<file path="config.mk">
export PLATFORM = sky130hd
export DESIGN_NAME = apb_timer
export DESIGN_NICKNAME = d
export VERILOG_FILES = /design/src/rtl/apb_timer.sv
export SDC_FILE = /design/constraint.sdc
export NUM_CORES = 1
export LEC_CHECK = 0
export CAP_MARGIN = 20
export CORE_MARGIN = 4
export CORE_UTILIZATION = 61
export DETAILED_ROUTE_END_ITERATION = 8
export PLACE_DENSITY_LB_ADDON = 0.15
export SYNTH_ARGS = -nofsm -noshare
export SYNTH_HDL_FRONTEND = slang
export SYNTH_SLANG_ARGS = --single-unit
</file>
<file path="constraint.sdc">
create_clock -name PCLK -period 8.05 [get_ports PCLK]
set_input_delay 1.61 -clock PCLK [delete_from_list [all_inputs] [get_ports PCLK]]
set_output_delay 1.61 -clock PCLK [all_outputs]
set_load 0.01 [all_outputs]
</file>
<file path="src/rtl/apb_timer.sv">
// APB timer: prescaled auto-reload up-counter with a sticky overflow flag, one wait state per transfer.
// Define APB_TIMER_IRQ_EN to implement CTRL.IE and drive irq = OVF & IE; otherwise irq is tied low.
module apb_timer #(
    parameter int WIDTH = 32
) (
    input  logic        PCLK,
    input  logic        PRESET,
    input  logic        PSEL,
    input  logic        PENABLE,
    input  logic        PWRITE,
    input  logic [31:0] PADDR,
    input  logic [31:0] PWDATA,
    output logic [31:0] PRDATA,
    output logic        PREADY,
    output logic        irq
);
    localparam logic [1:0] ADDR_CTRL = 2'd0;
    localparam logic [1:0] ADDR_PSC  = 2'd1;
    localparam logic [1:0] ADDR_ARR  = 2'd2;
    localparam logic [1:0] ADDR_CNT  = 2'd3;

    logic             pready_q, pready_d;
    logic [31:0]      prdata_q, prdata_d;
    logic             en_q, en_d;
    logic             ovf_q, ovf_d;
    logic             ie_s;
    logic [WIDTH-1:0] psc_q, psc_d;
    logic [WIDTH-1:0] arr_q, arr_d;
    logic [WIDTH-1:0] cnt_q, cnt_d;
    logic [WIDTH-1:0] psc_cnt_q, psc_cnt_d;

    logic        wr_s, wr_ctrl_s, clr_s, ovf_w1c_s, tick_s, wrap_s;
    logic [31:0] rdata_s;
    logic        unused_s;

    assign wr_s      = PSEL & PENABLE & pready_q & PWRITE;
    assign wr_ctrl_s = wr_s & (PADDR[3:2] == ADDR_CTRL);
    assign clr_s     = wr_ctrl_s & PWDATA[1];
    assign ovf_w1c_s = wr_ctrl_s & PWDATA[8];
    // Counting sees the pre-write register values; a CLR swallows any coincident tick.
    assign tick_s    = en_q & (psc_cnt_q >= psc_q) & ~clr_s;
    assign wrap_s    = tick_s & (cnt_q >= arr_q);
    assign unused_s  = ^{PADDR[31:4], PADDR[1:0], PWDATA};

`ifdef APB_TIMER_IRQ_EN
    logic ie_q, ie_d;

    // Interrupt-enable register
    always_ff @(posedge PCLK or posedge PRESET) begin
        if (PRESET) begin
            ie_q <= 1'b0;
        end else begin
            ie_q <= ie_d;
        end
    end

    // Interrupt-enable next state
    always_comb begin
        if (wr_ctrl_s) begin
            ie_d = PWDATA[2];
        end else begin
            ie_d = ie_q;
        end
    end

    assign ie_s = ie_q;
`else
    assign ie_s = 1'b0;
`endif

    assign irq    = ovf_q & ie_s;
    assign PREADY = pready_q;
    assign PRDATA = prdata_q;

    // Next-state logic for handshake, registers, counters and read data
    always_comb begin
        pready_d = PSEL & PENABLE & ~pready_q;

        if (wr_ctrl_s) begin
            en_d = PWDATA[0];
        end else begin
            en_d = en_q;
        end

        if (wr_s && (PADDR[3:2] == ADDR_PSC)) begin
            psc_d = PWDATA[WIDTH-1:0];
        end else begin
            psc_d = psc_q;
        end

        if (wr_s && (PADDR[3:2] == ADDR_ARR)) begin
            arr_d = PWDATA[WIDTH-1:0];
        end else begin
            arr_d = arr_q;
        end

        if (clr_s || tick_s) begin
            psc_cnt_d = {WIDTH{1'b0}};
        end else if (en_q) begin
            psc_cnt_d = psc_cnt_q + WIDTH'(1);
        end else begin
            psc_cnt_d = psc_cnt_q;
        end

        if (clr_s || wrap_s) begin
            cnt_d = {WIDTH{1'b0}};
        end else if (tick_s) begin
            cnt_d = cnt_q + WIDTH'(1);
        end else begin
            cnt_d = cnt_q;
        end

        // A set on the same edge as a W1C wins so no overflow is lost.
        ovf_d = wrap_s | (ovf_q & ~ovf_w1c_s);

        case (PADDR[3:2])
            ADDR_CTRL: rdata_s = {23'd0, ovf_q, 5'd0, ie_s, 1'b0, en_q};
            ADDR_PSC:  rdata_s = 32'(psc_q);
            ADDR_ARR:  rdata_s = 32'(arr_q);
            ADDR_CNT:  rdata_s = 32'(cnt_q);
            default:   rdata_s = 32'd0;
        endcase

        if (pready_d) begin
            prdata_d = rdata_s;
        end else begin
            prdata_d = 32'd0;
        end
    end

    // State registers
    always_ff @(posedge PCLK or posedge PRESET) begin
        if (PRESET) begin
            pready_q  <= 1'b0;
            prdata_q  <= 32'd0;
            en_q      <= 1'b0;
            ovf_q     <= 1'b0;
            psc_q     <= {WIDTH{1'b0}};
            arr_q     <= {WIDTH{1'b0}};
            cnt_q     <= {WIDTH{1'b0}};
            psc_cnt_q <= {WIDTH{1'b0}};
        end else begin
            pready_q  <= pready_d;
            prdata_q  <= prdata_d;
            en_q      <= en_d;
            ovf_q     <= ovf_d;
            psc_q     <= psc_d;
            arr_q     <= arr_d;
            cnt_q     <= cnt_d;
            psc_cnt_q <= psc_cnt_d;
        end
    end
endmodule

</file>
==> results of run 1 <==
-- worst max-delay path by stage --
stage                     startpoint            end  depth (start not counted)
final                        PENABLE  psc_cnt_q[31]                          9
after CTS                    PENABLE  psc_cnt_q[31]                          9
after global placement          PSEL  psc_cnt_q[27]                          9
after global routing         PENABLE  psc_cnt_q[26]                          9
after floorplan               PRESET      PRDATA[0]                          1
after detailed placement     PENABLE  psc_cnt_q[31]                          9
-- layer usage --
| metal | track usage, % | up-vias | share of wire (%) | routed length, microns |
|---|---|---|---|---|
| li1 | - | 3616 | - | - |
| met1 | 38.86 | 3711 | 44 | 10090 |
| met2 | 46.19 | 230 | 49 | 11310 |
| met3 | 5.153 | 38 | 4.9 | 1130 |
| met4 | 9.046 | 0 | 1.9 | 433 |
| met5 | 0 | - | 0 | 0 |
-- final cells by class --
| type | count | area, sq um | share of cell area [%] |
|---|---|---|---|
| clock buffers | 19 | 442.9 | 4.214 |
| clock inverters | 13 | 181.4 | 1.726 |
| inverters | 75 | 286.5 | 2.726 |
| multi-input cells | 707 | 4453 | 42.36 |
| flip-flops and latches | 163 | 4079 | 38.81 |
| well taps | 184 | 230.2 | 2.190 |
| repair buffers | 86 | 838.3 | 7.975 |
-- worst max-delay path, cell delays in order --
cell and delay [ns]:
clkdlybuf4s50_1 0.48, nand4_1 0.29, nor4b_4 0.34, buf_4 0.28, o2111ai_1 0.52, nor3_2 0.64
nand3_1 0.18, xor2_1 0.19, nor2_1 0.06
-- power by group through the flow --
stage	sequential (W)	combinational, W	clock, W
floorplan	0.000943	0.000204	0
global placement	0.000946	0.000297	0
detailed placement	0.000950	0.000307	0
CTS	0.000936	0.000315	0.000872
global route	0.000945	0.000362	0.000907
finish	0.000936	0.000316	0.000864
-- state kept, by name, summed over array words and instances (netlist names) --
name and cells:
ovf_q 1, cnt_q 32, PRDATA 32, psc_cnt_q 32
PREADY 1, en_q 1, arr_q 32, psc_q 32
-- placed cells by master, fill, tap and decap left out, types with 28 or more instances in the layout --
cell type and count:
inv_1 74, nor2_1 84, a22oi_1 32, ha_1 66
o21ai_0 103, a21oi_1 40, nand4_1 29, clkdlybuf4s50_1 70
nand2_1 138, nand3_1 28, dfrtp_1 163
-- Yosys cell counts, types with 12 or more instances --
library cell    n  area, sq um
ha_1           66        825.8
and3_1         14        87.58
nand3_1        28        140.1
nor2_1         84        315.3
o21ai_0       103        515.5
nand2_1       138        518.0
a22oi_1        32        240.2
or4_1          14        105.1
clkbuf_1       37        138.9
nand4_1        29        181.4
o31ai_1        12        90.09
a21oi_1        40        200.2
inv_1          75        281.5
xor2_1         23        201.4
dfrtp_1       163         4079
-- stage by stage --
stage	hold WS, ns	setup slack, ns
final	0.5384	3.742
after floorplan	0.4612	2.035
after global placement	0.5198	3.438
after detailed placement	0.5265	3.361
after CTS	0.5416	3.777
after global routing	0.5581	3.516
-- cells by family (layout without fill, tap and decap cells) --
kind of cell | Yosys count | after routing
and+or+nand+nor | 352 | 352
muxes | 5 | 5
xor gates and xnor gates | 34 | 34
adders and majority gates | 66 | 66
other | 1 | 1
DFF | 163 | 163
AOI/OAI and AO/OA | 249 | 249
buffers and inverters | 124 | 193
==> results.json, run 1 <==
{
  "status": "finished clean",
  "final_cells": 1247,
  "netlist_area_sq_um": 9001,
  "swShare_pct": 26.58,
  "core_area_sq_um": 14480,
  "avgSynthCellArea_sq_um": 9.055,
  "r2r_start": "cnt_q[0]",
  "synth_nets": 1129,
  "syn_inst": 994,
  "grt_usage_pct": 28.35,
  "fmax_mhz": 232.1,
  "wl_per_cell_microns": 18.42,
  "clk_path_buf_depth": 2,
  "grt_max_degree": 112,
  "nNetsFinal": 1185,
  "port_buffers": 71,
  "htreeDepth": 4,
  "total_power_w": 0.002116,
  "setup_violations": 0,
  "grt_pass1_vias": 7344,
  "ys_ff_latch": 163,
  "hpwl_microns": 15560,
  "finalHoldViolCount": 0,
  "numClockSinks": 163,
  "relSlewSlack_pct": 29.73,
  "yosys.area_share.simple_pct": 18.75,
  "worst_hold_path_type": "flop to flop",
  "power_frac_clock_pct": 40.8,
  "synth_compound_area_share_pct": 17.18,
  "antennaDiodeCount": 0,
  "reg2reg_slack_ns": 4.67,
  "synth-edff-count": 0,
  "sequentialPowerShare_pct": 44.2,
  "ys_warn_count": 0,
  "cp_max_fo": 18,
  "start_util_pct": 62.17,
  "p_int_w": 0.001553,
  "hold_start": "psc_q[7]",
  "worstReg2RegEnd": "cnt_q[29]",
  "ff2ff_path_depth": 10,
  "synthAdderAreaFrac_pct": 9.174,
  "crit_type": "input port to flop",
  "leakage_nw": 4.868,
  "route.detailed.drc": 0,
  "drive_above_1_share_pct": 6.209,
  "startpoint_type": "input port",
  "muxShareOfSynthArea_pct": 0.8757,
  "synth_xor_area_share_pct": 3.308,
  "pwr_density_cell_nw_per_um2": 201.3,
  "postCtsSetupBuffers": 0,
  "rsz0062_at_grt": "no",
  "die_y_microns": 129.5,
  "crit_required_ns": 8.35,
  "drt_iter0_markers": 743,
  "yosysUniqueCellTypes": 60,
  "antenna_found_initial": 0,
  "comb_power_share_pct": 14.9,
  "post-place-cells": 1214,
  "die_area_sq_um": 16760,
  "holdPathStages": 2,
  "ys_async_sr_fraction_pct": 100.0,
  "fin_crit_ns": 4.308,
  "yosysSeqAreaShare_pct": 45.32,
  "routed_wl_microns": 22970,
  "maxSlewViolCount": 0,
  "fin_tns_setup_ns": 0,
  "place_area_sq_um": 9859,
  "routabilityCongestion": 0.8539,
  "vias": 7595,
  "cts_resized": 0,
  "grt_pass1_wl_microns": 36990,
  "clock_skew_ns": 0.01408,
  "cts_buffers": 17,
  "ys.flop_type": "dfrtp_1",
  "fillers": 1087,
  "min_period_over_period_pct": 53.52,
  "cts_hold_buf": 0,
  "hold_end": "PRDATA[7]",
  "power.switching_w": 0.0005624,
  "worst_ir_drop_vdd_mv": 0.1485,
  "cp-end-kind": "flop",
  "synth_top_family_by_area": "simple AND/OR/NAND/NOR gates",
  "drt_first_pass_iters": 7,
  "finish.utilization_pct": 72.60,
  "die_width_microns": 129.5,
  "tightest_slew_ns": 1.053,
  "cts_tree": "done",
  "insertion_delay_ns": 0.44,
  "syn_to_final_growth_pct": 16.78,
  "cts.clk_slew.worst_paths_ns": 0.06,
  "final_antenna_net_count": 0,
  "io_pins": 103,
  "clockRootBuffer": "clkbuf_16",
  "overflow": 0,
  "cp.arrival_ns": 4.61,
  "maxCapViolCount": 0,
  "placement_rows": 44,
  "stdcell_area_sq_um": 10510,
  "viasPerCell": 6.091
}
Note: power is estimated with default switching activity, not from simulation.
==> inputs of run 2 (changes only) <==
CORE_UTILIZATION = 57   (was 61)
clock period = 4.4 ns   (was 8.05 ns; I/O delays follow)
==> run 2 against run 1 <==
  * Critical path depth down 1
  * Global-route usage down 1.3 points
  * Via count fell by 0.29%
  * Largest cell class unchanged
==> results.json, run 2 (synthesis gave the netlist of run 1 again) <==
{
  "die_area_sq_um": 17870,
  "overflow": 0,
  "fin_crit_ns": 3.212,
  "total_power_w": 0.003840,
  "fin_hold_ws_ns": 0.5373,
  "final_antenna_net_count": 0,
  "crit_cells": 8,
  "pwr_density_cell_nw_per_um2": 363.1,
  "clock_skew_ns": 0.008641,
  "htreeDepth": 4,
  "leakage_nw": 4.881,
  "die_y_microns": 133.7,
  "cts.clk_slew.worst_paths_ns": 0.06,
  "die_width_microns": 133.7,
  "relSlewSlack_pct": 23.37,
  "cp-startpoint": "psc_cnt_q[13]",
  "io_pins": 103,
  "final_cell_mix": "163 x dfrtp_1, 138 x nand2_1, 103 x o21ai_0",
  "port_buffers": 71,
  "drt_first_pass_iters": 5,
  "slowest_delay_ns": 0.69,
  "cp-end-kind": "flop",
  "wl_per_cell_microns": 18.14,
  "hold_end": "ovf_q",
  "numClockSinks": 163,
  "route.detailed.drc": 0,
  "worst_hold_path_type": "flop to flop",
  "status": "finished clean",
  "tightest_slew_ns": 1.145,
  "cp_max_fo": 9,
  "vias": 7573,
  "setup_violations": 0,
  "crit_required_ns": 4.70,
  "cts_buffers": 17,
  "hpwl_microns": 16350,
  "nNetsFinal": 1190,
  "start_util_pct": 58.77,
  "drt_iter0_markers": 720,
  "core_area_sq_um": 15310,
  "viasPerCell": 5.926,
  "hold_start": "ovf_q",
  "clk_path_buf_depth": 2,
  "grt_pass1_vias": 7463,
  "finalHoldViolCount": 0,
  "grt_max_degree": 72,
  "routed_wl_microns": 23180,
  "grt_pass1_wl_microns": 38240,
  "cpMaxStageDelayCell": "a311oi_1",
  "antennaDiodeCount": 0,
  "crit_family": "compound AO/OA/AOI/OAI gates",
  "syn_to_final_growth_pct": 17.47,
  "worst_ir_drop_vdd_mv": 0.2922,
  "r2r_start": "psc_cnt_q[13]",
  "antenna_found_initial": 0,
  "maxSlewViolCount": 0,
  "rsz0062_at_grt": "no",
  "path_cells": "ha_1 > nand4_1 > or4_1 > a31oi_2 > o31ai_2 > a311oi_1 > a41o_1 > a21oi_1",
  "fin_tns_setup_ns": 0,
  "maxCapViolCount": 0,
  "reg2reg_slack_ns": 1.19,
  "cts_resized": 0,
  "clockRootBuffer": "clkbuf_16",
  "crit_type": "flop to flop",
  "grt_usage_pct": 27.03,
  "startpoint_type": "flop",
  "min_period_over_period_pct": 73.00,
  "final_common_cell": "dfrtp_1",
  "worstReg2RegEnd": "cnt_q[19]",
  "drive_above_1_share_pct": 6.560,
  "holdPathStages": 1,
  "cts_tree": "done",
  "cts_hold_buf": 0,
  "path_buf_inv": 0,
  "insertion_delay_ns": 0.44,
  "placement_rows": 45,
  "cp.arrival_ns": 3.52,
  "fmax_mhz": 311.3,
  "ff2ff_path_depth": 8,
  "routabilityCongestion": 0.8734,
  "postCtsSetupBuffers": 0
}
-- run 2: per-stage QoR --
stage               util, %  setup slack, ns  area, sq um  instances
finish                69.04            1.188        10570       1278
global route          69.04            1.015        10570       1278
CTS                   69.04            1.203        10570       1278
detailed placement    65.05           0.9950         9962       1247
global placement      65.05            1.047         9962       1247
floorplan                 -            1.449         9005        994
-- run 2: power breakdown --
group	leakage (nW)	switching, W	internal, W
Clock	0.294	0.000603	0.000947
Combinational	2.63	0.000334	0.000242
Sequential	1.96	0.0000780	0.00164
-- run 2: worst max-delay path by stage --
| stage | to | slack (ns) |
|---|---|---|
| 3_3_place_gp | cnt_q[19] | 1.05 |
| 3_5_place_dp | cnt_q[31] | 0.99 |
| 2_1_floorplan | PRDATA[0] | 1.45 |
| 5_1_grt | cnt_q[6] | 1.01 |
| 4_1_cts | cnt_q[19] | 1.20 |
| 6_report | cnt_q[19] | 1.19 |
-- run 2: cell type report --
type                    count  area [sq um]
clock buffers              22         484.2
clock inverters             9         127.6
multi-input cells         707          4453
repair buffers             91         880.8
fillers                  1271          4741
flip-flops and latches    163          4079
well taps                 211         264.0
inverters                  75         285.3
-- run 2: metal layers --
| metal | part of all wire [%] | GRT usage, % | vias up |
|---|---|---|---|
| li1 | - | - | 3617 |
| met1 | 44 | 35.99 | 3696 |
| met2 | 48 | 44.55 | 216 |
| met3 | 5.8 | 5.627 | 44 |
| met4 | 2.2 | 8.686 | 0 |
| met5 | 0 | 0 | - |
==> inputs of run 3 (changes only) <==
CORE_UTILIZATION = 51   (was 57)
clock period = 2.8 ns   (was 4.4 ns; I/O delays follow)
==> run 3 against run 2 <==
  * Core utilization fell by 2.3 points
  * Non-clock buffer count grew 104
  * Largest cell class unchanged
  * Final cell count increased by 9.3%
  * Design area up 9.2%
  * Via count increased by 6.0%
  * Critical endpoint is now cnt_q[30]
  * Sequential power up 56%
  * Clock power increased by 41%
  * Combinational power rose by 81%
  * Clock skew up 0.00056 ns
  * Largest power group unchanged
  * Setup slack got worse by 1.2 ns
  * Highest routed layer unchanged
  * Register-to-register slack got worse by 1.2 ns
  * First-iteration DRC count decreased by 24%
==> results.json, run 3 (synthesis gave the netlist of run 1 again) <==
{
  "antennaDiodeCount": 0,
  "start_util_pct": 52.04,
  "r2r_start": "psc_q[27]",
  "cp_max_fo": 11,
  "post-place-cells": 1358,
  "min_period_over_period_pct": 99.46,
  "grt_max_degree": 81,
  "grt_usage_pct": 26.14,
  "cp.arrival_ns": 3.15,
  "die_area_sq_um": 19840,
  "clockRootBuffer": "clkbuf_16",
  "cts.clk_slew.worst_paths_ns": 0.07,
  "final_common_cell": "dfrtp_1",
  "io_pins": 103,
  "wl_per_cell_microns": 18.45,
  "pwr_density_cell_nw_per_um2": 509.9,
  "core_area_sq_um": 17300,
  "status": "finished clean",
  "final_cells": 1397,
  "routabilityCongestion": 0.9311,
  "drt_first_pass_iters": 6,
  "cp-end-kind": "flop",
  "hpwl_microns": 18350,
  "fin_tns_setup_ns": 0,
  "setup_violations": 0,
  "grt_pass1_vias": 7923,
  "clock_skew_ns": 0.009205,
  "relSlewSlack_pct": 46.02,
  "overflow": 0,
  "worst_hold_path_type": "input port to async pin",
  "finish.utilization_pct": 66.77,
  "fin_hold_ws_ns": 0.4423,
  "die_width_microns": 140.9,
  "maxSlewViolCount": 0,
  "cts_buffers": 17,
  "route.detailed.drc": 0,
  "antenna_found_initial": 0,
  "drt_iter0_markers": 550,
  "vias": 8026,
  "tightest_slew_ns": 0.8062,
  "worst_ir_drop_vdd_mv": 0.4574,
  "startpoint_type": "flop",
  "die_y_microns": 140.9,
  "finalHoldViolCount": 0,
  "ff2ff_path_depth": 11,
  "clk_path_buf_depth": 2,
  "cts_hold_buf": 0,
  "htreeDepth": 4,
  "fin_crit_ns": 2.785,
  "insertion_delay_ns": 0.44,
  "reg2reg_slack_ns": 0.02,
  "rsz0062_at_grt": "yes",
  "fmax_mhz": 359.1,
  "crit_required_ns": 3.16,
  "viasPerCell": 5.745,
  "nNetsFinal": 1294,
  "grt_pass1_wl_microns": 41180,
  "port_buffers": 71,
  "crit_type": "flop to flop",
  "maxCapViolCount": 0,
  "routed_wl_microns": 25770,
  "final_antenna_net_count": 0,
  "final_cell_mix": "163 x dfrtp_1, 138 x nand2_1, 116 x buf_4",
  "worstReg2RegEnd": "cnt_q[30]",
  "drive_above_1_share_pct": 17.32,
  "syn_to_final_growth_pct": 28.30,
  "total_power_w": 0.005888,
  "cts_tree": "done",
  "numClockSinks": 163,
  "leakage_nw": 5.419,
  "placement_rows": 48
}
## run 3: how the worst max path moves through the flow
stage                        from   endpoint
global placement        psc_q[19]   cnt_q[4]
global route            psc_q[27]  cnt_q[30]
CTS                     psc_q[27]   cnt_q[6]
floorplan           psc_cnt_q[13]   cnt_q[6]
detailed placement      psc_q[19]   cnt_q[4]
finish                  psc_q[27]  cnt_q[30]
## run 3: final cells by class
type | instances | area (sq um)
clock inverters | 14 | 103.9
fillers | 1446 | 5748
inverters | 75 | 285.3
multi-input cells | 707 | 4636
clock buffers | 18 | 439.2
well taps | 225 | 281.5
repair buffers | 195 | 1724
flip-flops and latches | 163 | 4079
## run 3: metrics by stage
| step | cell area (sq um) | setup slack, ns |
|---|---|---|
| after floorplan | 9005 | 0.1316 |
| after global placement | 10730 | -0.4618 |
| after detailed placement | 10740 | -0.2446 |
| after CTS | 11340 | 0.009502 |
| after global routing | 11550 | -0.05294 |
| final | 11550 | 0.01507 |
## run 3: report_power, final
part           switching (W)  internal (W)  total [W]
clock network        0.00102       0.00116    0.00218
logic               0.000587      0.000452    0.00104
registers          0.0000974       0.00257    0.00267
total                0.00170       0.00419    0.00589
## run 3: critical path: stages, from the launching register on
cell and delay, ns:
dfrtp_1 0.35, inv_1 0.06, ha_1 0.29, nand2_1 0.09, buf_4 0.14, or4_4 0.53, nor2_4 0.16, o31a_4 0.18
nor3_4 0.06, buf_12 0.16, or4_1 0.52, a21oi_2 0.16
## run 3: layer usage
layer | global-route usage [%] | part of all wire (%) | vias up
met1 | 36.50 | 44 | 3893
met2 | 41.33 | 47 | 251
met5 | 0 | 0 | -
met4 | 8.618 | 2.5 | 0
met3 | 4.953 | 6.1 | 56
li1 | - | - | 3826
## run 3: what timing repair did
| item | 4_1_cts | 5_1_grt |
|---|---|---|
| setup endpoints to repair | 28 | 29 |
| gates resized for setup | 6 | 32 |
| pin swaps | 3 | 2 |
| setup buffers | 3 | 2 |
| cloned | 0 | 2 |
